--- src/rtl/input_quant_loader_pkg.sv ---
// Shared encodings and default geometry for the input quantizer/loader and
// the generated layer-0 neuron modules that slice its output vector.
package input_quant_loader_pkg;

  typedef logic [1:0] state_t;

  localparam state_t ST_FILL  = 2'd0;
  localparam state_t ST_XFER  = 2'd1;
  localparam state_t ST_DRAIN = 2'd2;

  localparam int NUM_FEATURES_DEF = 49;
  localparam int IN_BITS_DEF      = 2;
  localparam int FEAT_W_DEF       = 16;

endpackage

--- src/rtl/input_quant_loader_quantizer.sv ---
// Combinational feature quantizer: arithmetic shift, signed bias, then clamp
// into an unsigned IN_BITS code.
module feat_quantizer
  import input_quant_loader_pkg::*;
#(
  parameter int FEAT_W  = FEAT_W_DEF,
  parameter int IN_BITS = IN_BITS_DEF,
  parameter int SHIFT   = 12,
  parameter int OFFSET  = 2
) (
  input  logic [FEAT_W-1:0]  s_data,
  output logic [IN_BITS-1:0] code
);

  localparam logic signed [FEAT_W:0] OFS  = (FEAT_W+1)'(OFFSET);
  localparam logic signed [FEAT_W:0] MAXC = (FEAT_W+1)'((2**IN_BITS) - 1);

  logic signed [FEAT_W:0] ext;
  logic signed [FEAT_W:0] t;

  // One extra bit keeps the bias addition from overflowing at the extremes.
  always_comb begin
    ext = $signed({s_data[FEAT_W-1], s_data});
    t   = (ext >>> SHIFT) + OFS;
    if (t[FEAT_W])
      code = '0;
    else if (t > MAXC)
      code = '1;
    else
      code = t[IN_BITS-1:0];
  end

endmodule

--- src/rtl/input_quant_loader.sv ---
// Collects one quantized code per beat into an assembly buffer and hands the
// completed vector to the layer-0 array through a single output register.
//
// state    | meaning
// ST_FILL  | accepting features into the assembly buffer
// ST_XFER  | sample complete, waiting for the output register to free up
// ST_DRAIN | over-long sample, discarding beats up to s_last
module input_quant_loader
  import input_quant_loader_pkg::*;
#(
  parameter int NUM_FEATURES = NUM_FEATURES_DEF,
  parameter int FEAT_W       = FEAT_W_DEF,
  parameter int IN_BITS      = IN_BITS_DEF,
  parameter int SHIFT        = 12,
  parameter int OFFSET       = 2,
  parameter int CNT_W        = 6
) (
  input  logic                            clk,
  input  logic                            rst_n,
  input  logic                            s_valid,
  output logic                            s_ready,
  input  logic [FEAT_W-1:0]               s_data,
  input  logic                            s_last,
  output logic                            m_valid,
  input  logic                            m_ready,
  output logic [NUM_FEATURES*IN_BITS-1:0] m_data,
  output logic                            err_len,
  output logic [15:0]                     sample_cnt
);

  state_t                          state, state_nxt;
  logic [CNT_W-1:0]                counter;
  logic [NUM_FEATURES*IN_BITS-1:0] asm_buf;
  logic [IN_BITS-1:0]              code;
  logic                            beat, at_end, load;

  feat_quantizer #(
    .FEAT_W (FEAT_W),
    .IN_BITS(IN_BITS),
    .SHIFT  (SHIFT),
    .OFFSET (OFFSET)
  ) u_quant (
    .s_data(s_data),
    .code  (code)
  );

  assign beat   = s_valid && s_ready;
  assign at_end = (counter == CNT_W'(NUM_FEATURES - 1));
  // Output register is free when empty or being drained this very cycle.
  assign load   = (state == ST_XFER) && (!m_valid || m_ready);

  always_ff @(posedge clk) begin
    if (!rst_n) state <= ST_FILL;
    else        state <= state_nxt;
  end

  always_comb begin
    state_nxt = state;
    case (state)
      ST_FILL: begin
        if (beat && at_end)
          state_nxt = s_last ? ST_XFER : ST_DRAIN;
      end
      ST_XFER:  if (load) state_nxt = ST_FILL;
      ST_DRAIN: if (beat && s_last) state_nxt = ST_FILL;
      default:  state_nxt = ST_FILL;
    endcase
  end

  always_comb begin
    s_ready = (state != ST_XFER);
  end

  always_ff @(posedge clk) begin
    if (!rst_n) begin
      counter    <= '0;
      asm_buf    <= '0;
      m_data     <= '0;
      m_valid    <= 1'b0;
      err_len    <= 1'b0;
      sample_cnt <= '0;
    end else begin
      if (beat && state == ST_FILL) begin
        for (int i = 0; i < NUM_FEATURES; i++)
          if (counter == CNT_W'(i)) asm_buf[i*IN_BITS +: IN_BITS] <= code;
        if (s_last && !at_end) begin
          counter <= '0;
          err_len <= 1'b1;
        end else begin
          counter <= counter + 1'b1;
          if (!s_last) err_len <= err_len | at_end;
        end
      end
      if (beat && state == ST_DRAIN && s_last)
        counter <= '0;
      if (load) begin
        m_data     <= asm_buf;
        m_valid    <= 1'b1;
        sample_cnt <= sample_cnt + 16'd1;
        counter    <= '0;
      end else if (m_valid && m_ready) begin
        m_valid <= 1'b0;
      end
    end
  end

endmodule

--- config.mk ---
export PLATFORM = sky130hd
export DESIGN_NAME = input_quant_loader
export DESIGN_NICKNAME = d
export VERILOG_FILES = /design/src/rtl/input_quant_loader_pkg.sv /design/src/rtl/input_quant_loader_quantizer.sv /design/src/rtl/input_quant_loader.sv
export SDC_FILE = /design/constraint.sdc
export NUM_CORES = 1
export LEC_CHECK = 0
export CAP_MARGIN = 20
export CORE_MARGIN = 3
export CORE_UTILIZATION = 50
export DETAILED_ROUTE_END_ITERATION = 12
export PLACE_DENSITY_LB_ADDON = 0.12
export SLEW_MARGIN = 20
export SYNTH_ARGS = -nofsm -noshare
export SYNTH_HDL_FRONTEND = slang
export SYNTH_SLANG_ARGS = --single-unit
--- constraint.sdc ---
create_clock -name clk -period 2.3 [get_ports clk]
set_input_delay 0.345 -clock clk [delete_from_list [all_inputs] [get_ports clk]]
set_output_delay 0.345 -clock clk [all_outputs]
set_load 0.01 [all_outputs]
==> metrics.csv <==
stage;metric;value;unit
synthesis;synthArstFlopShare;0;%
clock_tree;post_cts_resize_count;0;
critical_path;end_kind;output port;
timing;worstMarginPinSlew;695.4;ps
synthesis;synth_cell_types;38;
timing;post-route-period-util;93.47;%
die;io_pins;138;
run_status;status;finished, final reports clean;
synthesis;synth_top_flop_cell;dfxtp_1;
clock_tree;cts_tree;done;
timing;maxSlewHeadroom;53.52;%
die;dieArea;18250;um^2
run;timing.max_cap.violations;0;
die;die_y;135.1;um
grt;overflow;0;
pwr;peakVddDrop;0.0004994;V
critical_path;cp-start-kind;flop;
detailed_routing;drtIter0Drc;419;
clock_tree;insertion_delay;490;ps
detailed_routing;ant_nets;0;
die;initial_utilization;51.70;%
min_path;min_path_type;in2reg;
synthesis;netlist_instances;1031;
timing;drv_slew;0;
place;port_buffers;125;
grt;grt_pass1_vias;6852;
detailed_routing;via_count;7256;
finish;regArea;4444;um^2
finish;drive_above_1_share;7.706;%
timing;rsz0062_at_grt;false;
synthesis;synth_area_per_cell;8.081;um^2
critical_path;critPathKind;reg2out;
synthesis;syn_nets;1059;
die;die_w;135.1;um
die;core_region_area;16120;um^2
synthesis;syn-cell-area;8332;um^2
synthesis;yosys-top-cells-count;nand2_1 (306), dfxtp_1 (222), a21oi_1 (159);
synthesis;ys.warnings.count;0;
timing;setup_viol;0;
critical_path;cp.arrival;1800;ps
clock_tree;h-tree-depth;1;
critical_path;worstPathMaxFanout;10;
timing;fmax;465.1;MHz
synthesis;synthTopCellsByArea;dfxtp_1 (53%), nand2_1 (14%), a21oi_1 (9.6%), nand3_1 (5.3%), o21ai_0 (3.3%);
pwr;finalPower;7.720;mW
place;place_congestion;0.8053;
clock_tree;clock_path_buffers;3;
detailed_routing;firstDrtPassIters;4;
synthesis;yosysTopAreaCellShare;53.34;%
grt;grt_pass1_wl;33210;um
critical_path;r2r_slack;380;ps
place;hpwl;12340;um
finish;design_area;10730;um^2
min_path;min_to;asm_buf[19]$_SDFFE_PN0P_;
min_path;min_from;rst_n;
synthesis;synth.most_common_cell;nand2_1;
grt;grt.total_usage;21.58;%
critical_path;timing.rr.start;state[1]$_SDFFE_PN0P_;
clock_tree;cts_hold_buffers;0;
finish;diodes;0;
clock_tree;root_buffer;clkbuf_16;
clock_tree;cts_setup_buffers;0;
critical_path;r2r_end;sample_cnt[14]$_SDFFE_PN0P_;
die;rows;46;
pwr;leakage;3.485;nW
synthesis;synth_top_area_cell;dfxtp_1;
finish;multi_input_area;3646;um^2
timing;finalHoldViolations;0;
synthesis;yosysSeqAreaShare;53.34;%
min_path;holdPathStages;3;
detailed_routing;route.detailed.drc;0;
grt;antenna_found_initial;0;
synthesis;synth_seq_cells;222;
synthesis;synth_edf_count;0;
pwr;p_per_area;719.2;nW/um^2
clock_tree;numCtsBuffers;23;
place;dpl-instance-area;10000;um^2
timing;setup_ws;150.1;ps
place;dp_slack;-10.62;ps
critical_path;r2r_cells;5;
timing;fin_skew;9.245;ps
clock_tree;clock_sinks;222;
timing;min_period;2150;ps
grt;grt_max_degree;101;
finish;nets;1168;
finish;fill_cells;1422;
detailed_routing;wl_per_cell;14.65;um
detailed_routing;vias_per_cell;5.292;
critical_path;cp.required;1960;ps
detailed_routing;routed_wl;20090;um
clock_tree;clk_pin_slew_worst_paths;60;ps
finish;area_growth;28.83;%
cell usage in the layout (no fill, tap or decap), drive strengths merged, types with 6 or more instances in the layout:
master / n
mux2i: 9
nor4b: 6
or3: 6
nor2: 26
nand2: 306
a21oi: 159
xnor2: 9
clkbuf: 33
o21ai: 55
buf: 37
inv: 9
clkinv: 6
dfxtp: 222
nor4bb: 10
clkdlybuf4s50: 124
ha: 7
nand3: 88
power by group:
group | total (mW) | switching, mW | leakage, nW | internal [mW]
Clock | 3.59 | 1.46 | 0.369 | 2.14
Combinational | 0.265 | 0.181 | 1.33 | 0.0849
Sequential | 3.86 | 0.00688 | 1.79 | 3.85
Total | 7.72 | 1.65 | 3.48 | 6.07
how the worst max path moves through the flow:
stage | startpoint | end | slack (ps) | depth (start not counted)
2_1_floorplan | s_data[13] | asm_buf[1]$_SDFFE_PN0P_ | 410 | 7
3_3_place_gp | s_data[13] | asm_buf[96]$_SDFFE_PN0P_ | 20 | 8
3_5_place_dp | s_data[13] | asm_buf[96]$_SDFFE_PN0P_ | -10 | 8
4_1_cts | state[1]$_SDFFE_PN0P_ | s_ready | 130 | 3
5_1_grt | state[1]$_SDFFE_PN0P_ | s_ready | 80 | 3
6_report | state[1]$_SDFFE_PN0P_ | s_ready | 150 | 3
routing by layer:
| layer | global-route usage (%) | part of all wire [%] | up-vias |
|---|---|---|---|
| li1 | - | - | 3691 |
| met3 | 3.316 | 3.9 | 27 |
| met5 | 0 | 0 | - |
| met1 | 28.74 | 46 | 3392 |
| met4 | 4.759 | 1.4 | 0 |
| met2 | 37.25 | 48 | 146 |
critical path, stage by stage (launching register included):
cell and delay, ps:
dfxtp_1 320, and2b_2 250, inv_2 160, clkdlybuf4s50_1 570
cells by family (layout without fill, tap and decap cells):
logic type / count (synthesis) / in the layout / share of synthesized area [%]
simple gates: 471 / 471 / 25.47
compound gates: 223 / 223 / 13.73
flops: 222 / 222 / 53.34
buf+inv: 86 / 210 / 3.964
xor+xnor: 13 / 13 / 1.367
mux: 9 / 9 / 1.081
fa+ha+maj: 7 / 7 / 1.051
layout make-up:
| class | count | share of cell area [%] |
|---|---|---|
| Tap cell | 216 | 2.518 |
| Timing Repair Buffer | 161 | 14.94 |
| Clock inverter | 7 | 0.5595 |
| Clock buffer | 33 | 6.271 |
| Sequential cell | 222 | 41.40 |
| Inverter | 9 | 0.3380 |
| Multi-Input combinational cell | 723 | 33.97 |
sequential cells by signal (all words and copies together), names as in the netlist:
name / flops
asm_buf: 98
counter: 6
err_len: 1
m_data: 98
m_valid: 1
sample_cnt: 16
state: 2
metrics by stage:
step / utilization, % / TNS (ps) / hold WS [ps] / instances
floorplan: - / 0 / 428.4 / 1031
global placement: 62.06 / 0 / 436.0 / 1331
detailed placement: 62.06 / -10.62 / 441.5 / 1331
CTS: 66.61 / 0 / 284.3 / 1371
global route: 66.61 / 0 / 296.9 / 1371
finish: 66.61 / 0 / 293.4 / 1371
(Power assumes the default switching activity.)
